## src/rtl/match_pkg.sv

```systemverilog
// Shared definitions for the match sequencer and its threshold comparator.
// THRESHOLD is the single reference value for both blocks.
package match_pkg;

  localparam int COUNT_W = 4;
  localparam logic [COUNT_W-1:0] THRESHOLD = 4'b1010;

  typedef enum logic [1:0] {
    IDLE = 2'd0,
    RUN  = 2'd1,
    HOLD = 2'd2,
    DONE = 2'd3
  } state_t;

endpackage

```

## src/rtl/match_sequencer_sat_counter.sv

```systemverilog
// Saturating up-counter with synchronous clear; stops at all-ones.
module sat_counter #(
  parameter int W = 8
) (
  input  logic         clk,
  input  logic         rst_n,
  input  logic         inc,
  input  logic         clr,
  output logic [W-1:0] value
);

  always_ff @(posedge clk or negedge rst_n) begin
    if (!rst_n) begin
      value <= '0;
    end else if (clr) begin
      value <= '0;
    end else if (inc && (value != {W{1'b1}})) begin
      value <= value + 1'b1;
    end
  end

endmodule

```

## src/rtl/match_sequencer.sv

```systemverilog
// Count sequencer feeding the threshold comparator; freezes on a hit for a
// programmable dwell (or stops in one-shot mode) and records hits.
module match_sequencer
  import match_pkg::*;
#(
  parameter int HOLD_CYCLES = 3,
  parameter int HIT_W       = 8
) (
  input  logic               clk,
  input  logic               rst_n,
  input  logic               start,
  input  logic               stop,
  input  logic               clear,
  input  logic               load,
  input  logic [COUNT_W-1:0] load_val,
  input  logic               en,
  input  logic               one_shot,
  input  logic               match,
  input  logic               irq_ack,
  output logic [COUNT_W-1:0] count,
  output logic [1:0]         state_o,
  output logic               irq,
  output logic [HIT_W-1:0]   hit_cnt
);

  localparam logic [3:0] HOLD_INIT = 4'(HOLD_CYCLES - 1);

  state_t             state, state_n;
  logic [COUNT_W-1:0] count_n;
  logic [3:0]         hold, hold_n;
  logic               irq_n;
  logic               hit;

  always_ff @(posedge clk or negedge rst_n) begin
    if (!rst_n) begin
      state <= IDLE;
      count <= '0;
      hold  <= '0;
      irq   <= 1'b0;
    end else begin
      state <= state_n;
      count <= count_n;
      hold  <= hold_n;
      irq   <= irq_n;
    end
  end

  // clear and stop pre-empt everything, including a hit in RUN
  assign hit = !clear && !stop && (state == RUN) && match;

  always_comb begin
    state_n = state;
    count_n = count;
    hold_n  = hold;
    irq_n   = irq;

    if (hit) begin
      irq_n = 1'b1;
    end else if (irq_ack) begin
      irq_n = 1'b0;
    end

    if (clear) begin
      state_n = IDLE;
      count_n = '0;
      hold_n  = '0;
      irq_n   = 1'b0;
    end else if (stop) begin
      state_n = IDLE;
    end else begin
      case (state)
        IDLE: begin
          if (load) begin
            count_n = load_val;
          end else if (start) begin
            state_n = RUN;
          end
        end
        RUN: begin
          if (match) begin
            if (one_shot) begin
              state_n = DONE;
            end else begin
              state_n = HOLD;
              hold_n  = HOLD_INIT;
            end
          end else if (en) begin
            count_n = count + 1'b1;
          end
        end
        HOLD: begin
          // stepping past the threshold on exit keeps match from re-firing
          if (hold == 4'd0) begin
            count_n = count + 1'b1;
            state_n = RUN;
          end else begin
            hold_n = hold - 4'd1;
          end
        end
        DONE: begin
          if (start) begin
            state_n = RUN;
            count_n = '0;
          end
        end
        default: state_n = IDLE;
      endcase
    end
  end

  assign state_o = state;

  sat_counter #(.W(HIT_W)) u_hit_cnt (
    .clk   (clk),
    .rst_n (rst_n),
    .inc   (hit),
    .clr   (clear),
    .value (hit_cnt)
  );

endmodule
```

## config.mk

```make
export PLATFORM = sky130hd
export DESIGN_NAME = match_sequencer
export DESIGN_NICKNAME = d
export VERILOG_FILES = /design/src/rtl/match_pkg.sv /design/src/rtl/match_sequencer_sat_counter.sv /design/src/rtl/match_sequencer.sv
export SDC_FILE = /design/constraint.sdc
export NUM_CORES = 1
export LEC_CHECK = 0
export CORE_ASPECT_RATIO = 1.2
export CORE_MARGIN = 5
export CORE_UTILIZATION = 40
export CTS_CLUSTER_SIZE = 20
export DETAILED_ROUTE_END_ITERATION = 10
export HOLD_SLACK_MARGIN = 0.08
export PLACE_DENSITY = 0.7
export SLEW_MARGIN = 20
export SYNTH_ARGS = -nofsm -noshare
export SYNTH_HDL_FRONTEND = slang
export SYNTH_SLANG_ARGS = --single-unit
```

## constraint.sdc

```tcl
create_clock -name clk -period 2.8 [get_ports clk]
set_clock_uncertainty 0.05 [all_clocks]
set_input_delay 0.56 -clock clk [delete_from_list [all_inputs] [get_ports clk]]
set_output_delay 0.56 -clock clk [all_outputs]
set_load 0.05 [all_outputs]
```

# Word-level counts from Yosys, hierarchy flattened
# Index checks and enable logic that the tools add are counted.
# word_totals
in_bits	14
ff_bits	19
# op_classes
n_addsub	3
muxes	27
eq_ne	16
reduce_logical	14
# ops
cell	count
$mux 4	12
$ne 3x3->1 const B	8
$mux 8	2
$pmux 4 s4	1
$mux 2	6
$ne 4x4->1 const B	3
$add 8x1->8 const B	1
$ne 8x8->1 const B	1
$pmux 2 s4	1
$pmux 4 s2	1
$reduce_and 6->1	1
$reduce_bool 3->1	2
$reduce_and 5->1	1
$add 4x1->4 const B	1
$eq 2x2->1 const B	2
$logic_and 1x1->1	4
$logic_not 4->1	1
$mux 1	4
$sub 4x1->4 const B	1
$reduce_and 3->1	1
$eq 2x1->1 const B	1
$logic_not 1->1	2
$logic_not 2->1	1
$ne 2x1->1 const B	1
$reduce_bool 2->1	1

# Depth between registers and ports, before layout
# Gate-level depths: netlist of run 1.
# depth
word_depth	7
ltp_mapped	6
depth_no_buf	6

# Modules after synthesis
# From an unflattened synthesis of run 1, not the netlist that was laid out.
# hier_totals
hier_cells	147
hier_area_um2	1368.8
# by_module_without_submodules
mod	cells_per_inst	instances	area_per_inst_um2	seq_area_each_um2
match_sequencer	98	1	904.6	275.3
sat_counter	49	1	464.2	200.2

# Worst setup path after synthesis of run 1
# OpenSTA, ideal clock, no wires.
# synth_path
path_type	register to register
start	register state[0], in the netlist state_o[0]
end	register hold[3]
setup_slack_ns	0.565
arrival_time_ns	2.056
stages_incl_launch_ff	7
required_time_ns	2.621
cell_sequence	dfrtp_1 inv_1 ha_1 and4bb_2 a2111o_1 o211ai_1 o31ai_1
# synth_via
elab_chain_cells	4
# synth_rtl
element	line	source
start: declaration	match_sequencer.sv:28	state_t state, state_n;
start signal: assignment	match_sequencer.sv:41	state <= state_n;
$eq 2x2->1 / $eq 2x1->1 (equally long branches)	match_sequencer.sv:71	case (state)
$pmux 4 s2	match_sequencer.sv:71	
$mux 4	match_sequencer.sv:68	end else if (stop) begin
$mux 4	match_sequencer.sv:63	if (clear) begin
end signal: assignment	match_sequencer.sv:43	hold <= hold_n;
end: declaration	match_sequencer.sv:30	logic [3:0] hold, hold_n;
# Several ways; a longest one is shown, not always the timed one. The select of a mux whose other input is x is not followed.
# A chain may end at the register's enable or synchronous reset.

# Worst setup path after layout of run 1
# layout_path
start	register u_hit_cnt.value[3]
end	output hit_cnt[3]
# layout_lines
element	line	source
start: declaration	match_sequencer_sat_counter.sv:9	output logic [W-1:0] value
start signal: assignment	match_sequencer_sat_counter.sv:18	value <= value + 1'b1;
end: declaration	match_sequencer.sv:23	output logic [HIT_W-1:0] hit_cnt
# No word-level cell between the ends.

==> results.sh, run 1 <==
export IMPL_leakage_nw=0.667
export IMPL_end_kind="output pin"
export IMPL_die_area_um2=4130
export IMPL_vias=1063
export IMPL_ios=29
export IMPL_drc=0
export IMPL_syn_to_final_growth_pct=30.0
export IMPL_startpoint_type="flip-flop"
export IMPL_nNetsFinal=179
export IMPL_synthesis_area_um2=1180
export IMPL_hpwl_um=2090
export IMPL_routedWlPerCell_um=14.2
export IMPL_drv_cap=0
export IMPL_synth_xor_area_frac=0.0298
export IMPL_drt_vias_per_instance=5.62
export IMPL_ys_types=34
export IMPL_cts_tree="built"
export IMPL_crit_path_top_delay_cell="clkdlybuf4s50_1"
export IMPL_max_stage_delay_ps=860
export IMPL_cts_sinks=19
export IMPL_synth_edf_count=0
export IMPL_critPathKind="reg -> out"
export IMPL_drive_gt1_frac=0.0645
export IMPL_drtAntennaViolNets=0
export IMPL_ir_worst_vdd_mv=0.253
export IMPL_netlist_instances=123
export IMPL_clk_pin_slew_ps=100
export IMPL_cts_resized_gates=0
export IMPL_io_buffers=28
export IMPL_rsz0062_at_grt="false"
export IMPL_core_um2=2810
export IMPL_clock_latency_ps=290
export IMPL_drt_iter0_markers=48
export IMPL_antenna_found_initial=0
export IMPL_track_usage=0.134
export IMPL_required_ps=2190
export IMPL_place_ws_ps=516
export IMPL_path_cells="clkdlybuf4s50_1"
export IMPL_holdWs_ps=491
export IMPL_postCtsHoldBufs=0
export IMPL_synth_simple_gate_area_frac=0.191
export IMPL_async_reset_ff_frac=1.00
export IMPL_grt_pass1_vias=1020
export IMPL_synthTopCellsByArea="dfrtp_1 40%, ha_1 9.6%, a21oi_1 4.3%"
export IMPL_antenna_cells=0
export IMPL_gp_congestion=0.834
export IMPL_ys_seq_area_frac=0.404
export IMPL_cp_arrival_ps=1610
export IMPL_path_buf_inv=1
export IMPL_h_tree_depth=1
export IMPL_syn_area_per_cell_um2=9.56
export IMPL_max_slew_margin_rel=0.442
export IMPL_synth_compound_area_frac=0.217
export IMPL_status="completed"
export IMPL_synth_nets=146
export IMPL_routed_wl_um=2680
export IMPL_final_common_cell="clkdlybuf4s50_1"
export IMPL_grt_overflow_total=0
export IMPL_min_period_ps=2220
export IMPL_grt_max_degree=20
export IMPL_yosysTopAreaCellShare=0.404
export IMPL_hold_path_class="reg -> reg"
export IMPL_ys_warn_count=0
export IMPL_die_w_um=59.5
export IMPL_start_util=0.418
export IMPL_fill_cells=239
export IMPL_critPathTopFamily="buffers and inverters"
export IMPL_die_y_um=69.4
export IMPL_cts_root_buf="clkbuf_4"
export IMPL_timing_final_crit_share=0.794
export IMPL_synth_ff_type="dfrtp_1"
export IMPL_fin_setup_tns_ps=0
export IMPL_grt_pass1_wl_um=4440
export IMPL_clockBufferDepth=2
export IMPL_post_cts_buffers=0
export IMPL_numCtsBuffers=3
export IMPL_finalSetupViolations=0
export IMPL_rows=21
export IMPL_critPathMaxFanout=6
export IMPL_hold_viol_final=0
export IMPL_muxShareOfSynthArea=0.0170
export IMPL_final_cell_mix="28 x clkdlybuf4s50_1, 19 x dfrtp_1, 13 x inv_1, 10 x a21oi_1, 10 x nor2_1"
export IMPL_power_density_nw_per_um2=350
export IMPL_synth_largest_area_cell="dfrtp_1"
export IMPL_yosys_area_share_adder=0.0957
export IMPL_first_pass_iters=4
export IMPL_fin_ws_ps=576
export IMPL_max_freq_ghz=0.450
export IMPL_synth_top_family_by_area="compound AO/OA/AOI/OAI gates"
export IMPL_synth_seq_cells=19
export IMPL_worstMarginPinSlew_ps=835
export IMPL_slew_viol_final=0
power by group:
group          internal [mW]  total [mW]  switching (mW)
Combinational         0.0502       0.113          0.0633
Clock                 0.0553       0.133          0.0774
Sequential             0.281       0.289         0.00762
cells by family after synthesis:
family / after synthesis
flip-flops: 19
XOR/XNOR: 4
AND/OR/NAND/NOR: 39
adder cells (fa/ha/maj): 9
buffers and inverters: 14
AO/OA/AOI/OAI: 36
multiplexers: 2
synthesized netlist by cell type, types with 4 or more instances:
library cell and instances:
dfrtp_1 19, inv_1 13, a21oi_1 10, nor2_1 10
ha_1 9, nand2_1 5, nand2b_1 4, nand3_1 4
o21ai_0 4, o2bb2ai_1 4
routing by layer:
metal | track usage | vias up | part of all wire
met1 | 0.176 | 520 | 0.46
li1 | - | 517 | -
met2 | 0.217 | 24 | 0.49
met3 | 0.0223 | 2 | 0.044
met4 | 0.0443 | 0 | 0.0048
met5 | 0 | - | 0
flip-flops by register name (all words and copies together), names as in the netlist:
register and count:
count 4, state_o 2, irq 1, hold 4, u_hit_cnt.value 8
metrics by stage:
| step | instance area (um2) | power (mW) | utilization | cells |
|---|---|---|---|---|
| 2_1_floorplan | 1180 | 0.357 | - | 123 |
| 3_3_place_gp | 1500 | 0.406 | 0.534 | 185 |
| 3_5_place_dp | 1500 | 0.408 | 0.534 | 185 |
| 4_1_cts | 1530 | 0.543 | 0.544 | 189 |
| 5_1_grt | 1530 | 0.566 | 0.544 | 189 |
| 6_report | 1530 | 0.535 | 0.544 | 189 |
final timing paths:
| check | startpoint | end | slack, ps | depth (start not counted) |
|---|---|---|---|---|
| worst max register to register | hold[0] | state_o[1] | 610 | 6 |
| max in group asynchronous | rst_n | state_o[0] | 1490 | 1 |
| worst min-delay path | irq | irq | 490 | 2 |
| min in group asynchronous | rst_n | u_hit_cnt.value[0] | 690 | 1 |
| worst min register to register | irq | irq | 490 | 2 |
| worst max-delay path | u_hit_cnt.value[3] | hit_cnt[3] | 580 | 1 |
final cells by class:
type / count / area, um2 / area share
multi-input combinational: 90 / 648 / 0.424
timing repair buffer: 29 / 288 / 0.188
inverter: 13 / 48.8 / 0.0319
clock buffer: 4 / 26.3 / 0.0172
tap: 34 / 42.5 / 0.0278
sequential: 19 / 475 / 0.311
No activity file was read; power rests on OpenSTA's default activity.
==> inputs of run 2 (changes only) <==
PLACE_DENSITY = 0.73   (was 0.7)
clock period = 1.9 ns   (was 2.8 ns; I/O delays follow)
==> run 2 against run 1 <==
Largest power group unchanged. Critical endpoint is now state_o[0]. Critical path type is now reg -> reg. Clock-buffer cell count unchanged. Cell area up 14%. Via count up 8.4%. The run now ends with negative setup slack left. Combinational power up 84%. Worst hold slack worse by 140 ps.
==> results.sh, run 2 (synthesized netlist as in run 1, its figures left out) <==
export IMPL_largest_reg_flops=8
export IMPL_required_ps=2040
export IMPL_fin_ws_ps=-3.83
export IMPL_finalSetupViolations=1
export IMPL_die_area_um2=4130
export IMPL_slew_viol_final=0
export IMPL_final_cell_mix="38 x buf_4, 17 x dfrtp_1, 13 x clkdlybuf4s50_1, 10 x nor2_1, 9 x inv_1"
export IMPL_rsz0062_at_grt="true"
export IMPL_vias=1152
export IMPL_grt_overflow_total=0
export IMPL_critPathKind="reg -> reg"
export IMPL_gp_congestion=0.847
export IMPL_worstReg2RegStart="hold[1]"
export IMPL_drv_cap=0
export IMPL_startpoint_type="flip-flop"
export IMPL_hold_path_class="in -> async"
export IMPL_hpwl_um=2350
export IMPL_critPathMaxFanout=3
export IMPL_clk_pin_slew_ps=100
export IMPL_max_freq_ghz=0.525
export IMPL_clock_latency_ps=290
export IMPL_drt_vias_per_instance=5.43
export IMPL_io_buffers=28
export IMPL_dp_cells=204
export IMPL_die_y_um=69.4
export IMPL_place_ws_ps=-126
export IMPL_start_util=0.418
export IMPL_top_register="u_hit_cnt.value"
export IMPL_rows=21
export IMPL_grt_pass1_vias=1198
export IMPL_hold_viol_final=0
export IMPL_ir_worst_vdd_mv=0.370
export IMPL_max_slew_margin_rel=0.689
export IMPL_routed_wl_um=2990
export IMPL_end_kind="flip-flop"
export IMPL_drt_iter0_markers=36
export IMPL_syn_to_final_growth_pct=47.8
export IMPL_die_w_um=59.5
export IMPL_worstMarginPinSlew_ps=467
export IMPL_violations="negative setup slack"
export IMPL_cts_root_buf="clkbuf_4"
export IMPL_nNetsFinal=202
export IMPL_numCtsBuffers=3
export IMPL_status="complete, but fails checks"
export IMPL_track_usage=0.157
export IMPL_min_period_ps=1900
export IMPL_drtAntennaViolNets=0
export IMPL_ios=29
export IMPL_grt_pass1_wl_um=5110
export IMPL_final_cells=212
export IMPL_cts_sinks=19
export IMPL_antenna_found_initial=0
export IMPL_power_density_nw_per_um2=481
export IMPL_leakage_nw=0.812
export IMPL_crit_start="hold[1]"
export IMPL_grt_max_degree=20
export IMPL_cp_arrival_ps=2040
export IMPL_first_pass_iters=4
export IMPL_drive_gt1_frac=0.343
export IMPL_clockBufferDepth=2
export IMPL_core_um2=2810
export IMPL_reg_top3="u_hit_cnt.value x8, count x4, hold x4"
export IMPL_timing_final_crit_share=1.00
export IMPL_drc=0
export IMPL_routedWlPerCell_um=14.1
export IMPL_antenna_cells=0
export IMPL_final_common_cell="buf_4"
export IMPL_h_tree_depth=1
export IMPL_postCtsHoldBufs=0
export IMPL_cts_tree="built"
## run 2: critical path, stage by stage, from the launching register on
cell and delay, ps:
dfrtp_1 410, inv_2 80, ha_4 130, or3b_4 370
a222oi_1 230, buf_4 180, a31oi_1 90, o221a_2 250
## run 2: per-layer routing
| metal | global-route usage | vias to the layer above | wire (um) |
|---|---|---|---|
| met2 | 0.254 | 32 | 1460 |
| met1 | 0.197 | 547 | 1310 |
| met5 | 0 | - | 0 |
| met4 | 0.0616 | 0 | 35 |
| li1 | - | 569 | - |
| met3 | 0.0354 | 4 | 190 |
## run 2: repair_timing
action	in CTS	in global routing
buffers inserted	1	3
gates cloned	0	0
setup endpoints to repair	2	8
pin swaps	1	2
resized for setup	2	3
## run 2: per-stage QoR
stage | util | TNS [ps] | total power, mW | hold WS (ps) | area [um2]
after floorplan | - | -4.45 | 0.534 | 34.4 | 1230
after global placement | 0.591 | -212 | 0.632 | 468 | 1660
after detailed placement | 0.591 | -1010 | 0.635 | 478 | 1660
after CTS | 0.607 | -39.4 | 0.843 | 352 | 1710
after global routing | 0.618 | -341 | 0.885 | 373 | 1740
final | 0.618 | -3.83 | 0.837 | 352 | 1740
## run 2: cell type report
cell class | instances | area (um2)
Multi-Input combinational cell | 90 | 711
Clock buffer | 4 | 26.3
Sequential cell | 19 | 478
Timing Repair Buffer | 52 | 427
Fill cell | 258 | 1070
Tap cell | 34 | 42.5
Inverter | 13 | 53.8
## run 2: worst paths after layout
| check | depth (start not counted) | to | slack [ps] |
|---|---|---|---|
| setup / recovery | 7 | state_o[0] | -4 |
| hold / removal | 2 | u_hit_cnt.value[1] | 350 |
| setup reg to reg | 7 | state_o[0] | -4 |
| hold reg to reg | 2 | irq | 490 |
| max in group asynchronous | 2 | state_o[0] | 1230 |
| min in group clk | 2 | irq | 490 |
## run 2: power by group
| part | switching, mW | total (mW) | internal, mW | leakage [nW] |
|---|---|---|---|---|
| clock network | 0.118 | 0.200 | 0.0818 | 0.0150 |
| logic | 0.105 | 0.208 | 0.103 | 0.537 |
| registers | 0.0133 | 0.428 | 0.415 | 0.260 |
| total | 0.237 | 0.837 | 0.600 | 0.812 |
